**src/rtl/apb_slice_pkg.sv**
```systemverilog
// Shared types and constants for the registered APB3 slice.
// The transfer-timeout option is controlled by the APB_SLICE_TIMEOUT_EN macro.
package apb_slice_pkg;

    typedef enum logic [1:0] {
        IDLE,
        DSETUP,
        DACCESS,
        RESP
    } state_e;

    localparam int TIMEOUT_CNT_WIDTH = 16;

endpackage

```
**src/rtl/apb_slice_timer.sv**
```systemverilog
// Access-phase watchdog for the APB slice; only instantiated when APB_SLICE_TIMEOUT_EN is defined.
// expired_o flags the enabled cycle on which the count would reach LIMIT.
module apb_slice_timer
    import apb_slice_pkg::*;
#(
    parameter int unsigned LIMIT = 256
) (
    input  logic clk_i,
    input  logic rst_ni,
    input  logic clr_i,
    input  logic en_i,
    output logic expired_o
);

    localparam logic [TIMEOUT_CNT_WIDTH-1:0] LAST = TIMEOUT_CNT_WIDTH'(LIMIT - 1);

    logic [TIMEOUT_CNT_WIDTH-1:0] cnt_q, cnt_d;

    always_comb begin
        cnt_d = cnt_q;
        if (clr_i)
            cnt_d = '0;
        else if (en_i)
            cnt_d = cnt_q + 1'b1;
    end

    always_ff @(posedge clk_i or negedge rst_ni) begin
        if (!rst_ni)
            cnt_q <= '0;
        else
            cnt_q <= cnt_d;
    end

    assign expired_o = en_i && (cnt_q == LAST);

endmodule

```
**src/rtl/apb_reg_slice.sv**
```systemverilog
// Registered APB3 bridge: every request and response signal crosses one flop stage.
// Define APB_SLICE_TIMEOUT_EN to abort downstream accesses after TIMEOUT_CYCLES wait cycles.
module apb_reg_slice
    import apb_slice_pkg::*;
#(
    parameter int ADDR_WIDTH     = 32,
    parameter int DATA_WIDTH     = 32,
    parameter int TIMEOUT_CYCLES = 256
) (
    input  logic                  HCLK,
    input  logic                  HRESETn,
    input  logic [ADDR_WIDTH-1:0] up_paddr,
    input  logic [DATA_WIDTH-1:0] up_pwdata,
    input  logic                  up_pwrite,
    input  logic                  up_psel,
    input  logic                  up_penable,
    output logic [DATA_WIDTH-1:0] up_prdata,
    output logic                  up_pready,
    output logic                  up_pslverr,
    output logic [ADDR_WIDTH-1:0] dn_paddr,
    output logic [DATA_WIDTH-1:0] dn_pwdata,
    output logic                  dn_pwrite,
    output logic                  dn_psel,
    output logic                  dn_penable,
    input  logic [DATA_WIDTH-1:0] dn_prdata,
    input  logic                  dn_pready,
    input  logic                  dn_pslverr
);

    if (TIMEOUT_CYCLES < 1 || TIMEOUT_CYCLES >= (1 << TIMEOUT_CNT_WIDTH)) begin : g_bad_timeout
        $error("apb_reg_slice: TIMEOUT_CYCLES out of range 1..65535");
    end

    state_e                state_q;
    logic [ADDR_WIDTH-1:0] paddr_q;
    logic [DATA_WIDTH-1:0] pwdata_q;
    logic                  pwrite_q;
    logic                  psel_q;
    logic                  penable_q;
    logic [DATA_WIDTH-1:0] prdata_q;
    logic                  pready_q;
    logic                  pslverr_q;
    logic                  timeout;

`ifdef APB_SLICE_TIMEOUT_EN
    apb_slice_timer #(
        .LIMIT (TIMEOUT_CYCLES)
    ) u_timer (
        .clk_i     (HCLK),
        .rst_ni    (HRESETn),
        .clr_i     ((state_q != DACCESS) || dn_pready),
        .en_i      ((state_q == DACCESS) && !dn_pready),
        .expired_o (timeout)
    );
`else
    assign timeout = 1'b0;
`endif

    always_ff @(posedge HCLK or negedge HRESETn) begin
        if (!HRESETn) begin
            state_q   <= IDLE;
            paddr_q   <= '0;
            pwdata_q  <= '0;
            pwrite_q  <= 1'b0;
            psel_q    <= 1'b0;
            penable_q <= 1'b0;
            prdata_q  <= '0;
            pready_q  <= 1'b0;
            pslverr_q <= 1'b0;
        end else begin
            case (state_q)
                IDLE: begin
                    // Only a setup phase starts a transfer, so a master that lingers in
                    // its access phase after the response cannot launch a duplicate.
                    if (up_psel && !up_penable) begin
                        paddr_q  <= up_paddr;
                        pwdata_q <= up_pwdata;
                        pwrite_q <= up_pwrite;
                        psel_q   <= 1'b1;
                        state_q  <= DSETUP;
                    end
                end
                DSETUP: begin
                    penable_q <= 1'b1;
                    state_q   <= DACCESS;
                end
                DACCESS: begin
                    // A ready slave takes priority over a same-cycle timeout.
                    if (dn_pready) begin
                        psel_q    <= 1'b0;
                        penable_q <= 1'b0;
                        prdata_q  <= pwrite_q ? '0 : dn_prdata;
                        pslverr_q <= dn_pslverr;
                        pready_q  <= 1'b1;
                        state_q   <= RESP;
                    end else if (timeout) begin
                        psel_q    <= 1'b0;
                        penable_q <= 1'b0;
                        prdata_q  <= '0;
                        pslverr_q <= 1'b1;
                        pready_q  <= 1'b1;
                        state_q   <= RESP;
                    end
                end
                RESP: begin
                    pready_q <= 1'b0;
                    state_q  <= IDLE;
                end
                default: state_q <= IDLE;
            endcase
        end
    end

    assign up_prdata  = prdata_q;
    assign up_pready  = pready_q;
    assign up_pslverr = pslverr_q;
    assign dn_paddr   = paddr_q;
    assign dn_pwdata  = pwdata_q;
    assign dn_pwrite  = pwrite_q;
    assign dn_psel    = psel_q;
    assign dn_penable = penable_q;

endmodule

```
**config.mk**
```make
export PLATFORM = sky130hd
export DESIGN_NAME = apb_reg_slice
export DESIGN_NICKNAME = d
export VERILOG_FILES = /design/src/rtl/apb_slice_pkg.sv /design/src/rtl/apb_slice_timer.sv /design/src/rtl/apb_reg_slice.sv
export SDC_FILE = /design/constraint.sdc
export NUM_CORES = 1
export LEC_CHECK = 0
export BUFFER_PORTS_ARGS = -buffer_cell sky130_fd_sc_hd__buf_2
export CAP_MARGIN = 5
export CORE_MARGIN = 5
export CORE_UTILIZATION = 35
export DETAILED_ROUTE_END_ITERATION = 8
export GPL_ROUTABILITY_DRIVEN = 0
export HOLD_SLACK_MARGIN = 0.12
export PLACE_DENSITY_LB_ADDON = 0.08
export SLEW_MARGIN = 5
export SYNTH_ARGS = -nofsm -noshare
export SYNTH_HDL_FRONTEND = slang
export SYNTH_SLANG_ARGS = --single-unit
```
**constraint.sdc**
```tcl
create_clock -name HCLK -period 2.1 [get_ports HCLK]
set_input_delay 0.315 -clock HCLK [delete_from_list [all_inputs] [get_ports HCLK]]
set_output_delay 0.315 -clock HCLK [all_outputs]
set_load 0.1 [all_outputs]
```
==> flow_metrics.env <==
export IMPL_wl_per_cell_um=15.6
export IMPL_syn_to_final_growth_pct=35.9
export IMPL_clk_path_buf_depth=2
export IMPL_post_cts_buffers=0
export IMPL_cp_end_kind="flip-flop"
export IMPL_numPortBuffers=203
export IMPL_finalCritPeriodShare=0.912
export IMPL_core_area_mm2=0.0120
export IMPL_synthDistinctLibCells=19
export IMPL_dp_final_hpwl_um=7890
export IMPL_setup_viol=0
export IMPL_critPathKind="reg -> reg"
export IMPL_grt_use_total=0.146
export IMPL_die_y_um=120
export IMPL_fill_cells=1133
export IMPL_fin_nets=629
export IMPL_rsz0062_at_grt="false"
export IMPL_ys_seq_area_frac=0.607
export IMPL_drcViolationCount=0
export IMPL_overflow=0
export IMPL_cts_sinks=103
export IMPL_syn_area_mm2=0.00425
export IMPL_syn_mean_instance_area_um2=13.8
export IMPL_antenna_left=0
export IMPL_antenna_found_initial=1
export IMPL_finalHoldViolCount=0
export IMPL_cts_buffers=9
export IMPL_worst_pin_slew_ns=0.724
export IMPL_required_ns=2.32
export IMPL_layout_drive_gt1_share=0.565
export IMPL_slew_violations=0
export IMPL_drt_total_wl_um=10500
export IMPL_die_w_um=120
export IMPL_async_reset_ff_frac=1.00
export IMPL_grt_pass1_vias=3138
export IMPL_drt_initial_drc_count=132
export IMPL_hp_class="in -> reg"
export IMPL_cp_max_fo=9
export IMPL_final_setup_tns_ns=0
export IMPL_syn_inst=308
export IMPL_die_area_mm2=0.0144
export IMPL_timing_fmax_mhz=522
export IMPL_start_util=0.355
export IMPL_maxCapViolations=0
export IMPL_outcome="finished clean"
export IMPL_cp_start_kind="flip-flop"
export IMPL_layout_commonest_cell="buf_2"
export IMPL_cts_tree="yes"
export IMPL_ys_warnings_count=0
export IMPL_vias=2987
export IMPL_fin_skew_ns=0.00562
export IMPL_drt_first_pass_iters=4
export IMPL_clk_pin_slew_ns=0.07
export IMPL_layout_common_cells="buf_2 (202), dfrtp_1 (103), mux2_4 (39)"
export IMPL_cts_root_buf="clkbuf_16"
export IMPL_vias_per_cell=4.44
export IMPL_placementRows=40
export IMPL_yosys_most_used_dff="dfrtp_1"
export IMPL_grt_start_max_net_pins=51
export IMPL_cp_data_arrival_time_ns=2.14
export IMPL_period_minus_slack_ns=1.92
export IMPL_top_level_ports=204
export IMPL_htreeDepth=3
export IMPL_clk_latency_ns=0.34
export IMPL_ys_ff_latch=103
export IMPL_slew_limit_headroom=0.517
export IMPL_syn_num_nets=417
export IMPL_synth_edf_count=0
export IMPL_grt_pass1_wl_um=16600
critical path, stage by stage, from the launching register on:
cell and delay, ns:
dfrtp_1 0.40, inv_1 0.15, ha_1 0.20, nand3b_1 0.39
buf_4 0.35, mux2_4 0.30
cells in the mapped netlist, drive strengths merged, types with 2 or more instances:
cell type / number / area (µm²)
clkbuf: 7 / 26.3
inv: 3 / 11.3
nand2: 35 / 131
o21ai: 34 / 170
mux2i: 2 / 20.0
buf: 10 / 81.3
nand2b: 33 / 206
mux2: 67 / 901
ha: 6 / 75.1
dfrtp: 103 / 2580
a21oi: 2 / 10.0
sequential cells by signal (all words and copies together) (netlist names):
signal,count
dn_paddr,32
dn_penable,1
dn_psel,1
dn_pwdata,32
dn_pwrite,1
state_q,2
up_prdata,32
up_pready,1
up_pslverr,1
stage by stage:
stage	util	instances	area (µm²)	hold slack (ns)	setup slack [ns]
detailed placement	0.460	655	5500	0.422	0.167
finish	0.483	672	5770	0.202	0.184
global route	0.483	672	5770	0.192	0.0318
CTS	0.482	671	5770	0.187	0.155
floorplan	-	308	4250	0.0194	0.577
global placement	0.460	655	5500	0.412	0.173
final timing paths:
kind | end | cells past startpoint | slack, ns | from
min reg2reg | up_prdata[12]$_DFFE_PN0P_ | 2 | 0.48 | up_prdata[12]$_DFFE_PN0P_
max | dn_pwdata[1]$_DFFE_PN0P_ | 5 | 0.18 | state_q[0]$_DFFE_PN0P_
max in group asynchronous | dn_paddr[14]$_DFFE_PN0P_ | 3 | 0.89 | HRESETn
min in group asynchronous | dn_pwdata[16]$_DFFE_PN0P_ | 2 | 0.57 | HRESETn
max reg2reg | dn_pwdata[1]$_DFFE_PN0P_ | 5 | 0.18 | state_q[0]$_DFFE_PN0P_
min | dn_paddr[23]$_DFFE_PN0P_ | 2 | 0.20 | up_paddr[23]
cell type report:
class,instances,area (µm²),area share
inverters,3,11.3,0.00195
diodes,1,2.50,0.000433
repair buffers,218,1180,0.205
clock buffers,14,254,0.0440
multi-input cells,185,1560,0.269
flip-flops and latches,103,2580,0.446
clock inverters,1,5.00,0.000867
well taps,147,184,0.0319
cell families after synthesis:
group	Yosys count	synth area share
flops	103	0.607
simple gates	71	0.0836
mux	69	0.217
compound gates	39	0.0474
buf+inv	20	0.0280
fa+ha+maj	6	0.0177
routing by layer:
layer,share of wire,global-route usage,vias to the layer above,wire length (µm)
met5,0,0,-,0
met4,0.021,0.0630,0,223
met3,0.11,0.0580,14,1150
met2,0.44,0.223,133,4650
met1,0.43,0.184,1380,4460
li1,-,-,1460,-
timing repair:
| action | in CTS | in global routing |
|---|---|---|
| hold endpoints to repair | 48 | 0 |
| resized for setup | 0 | 0 |
| hold buffers | 1 | 0 |
Power is not shown: default switching activity piles up to over one toggle a cycle in this logic, so the estimate is an artifact.
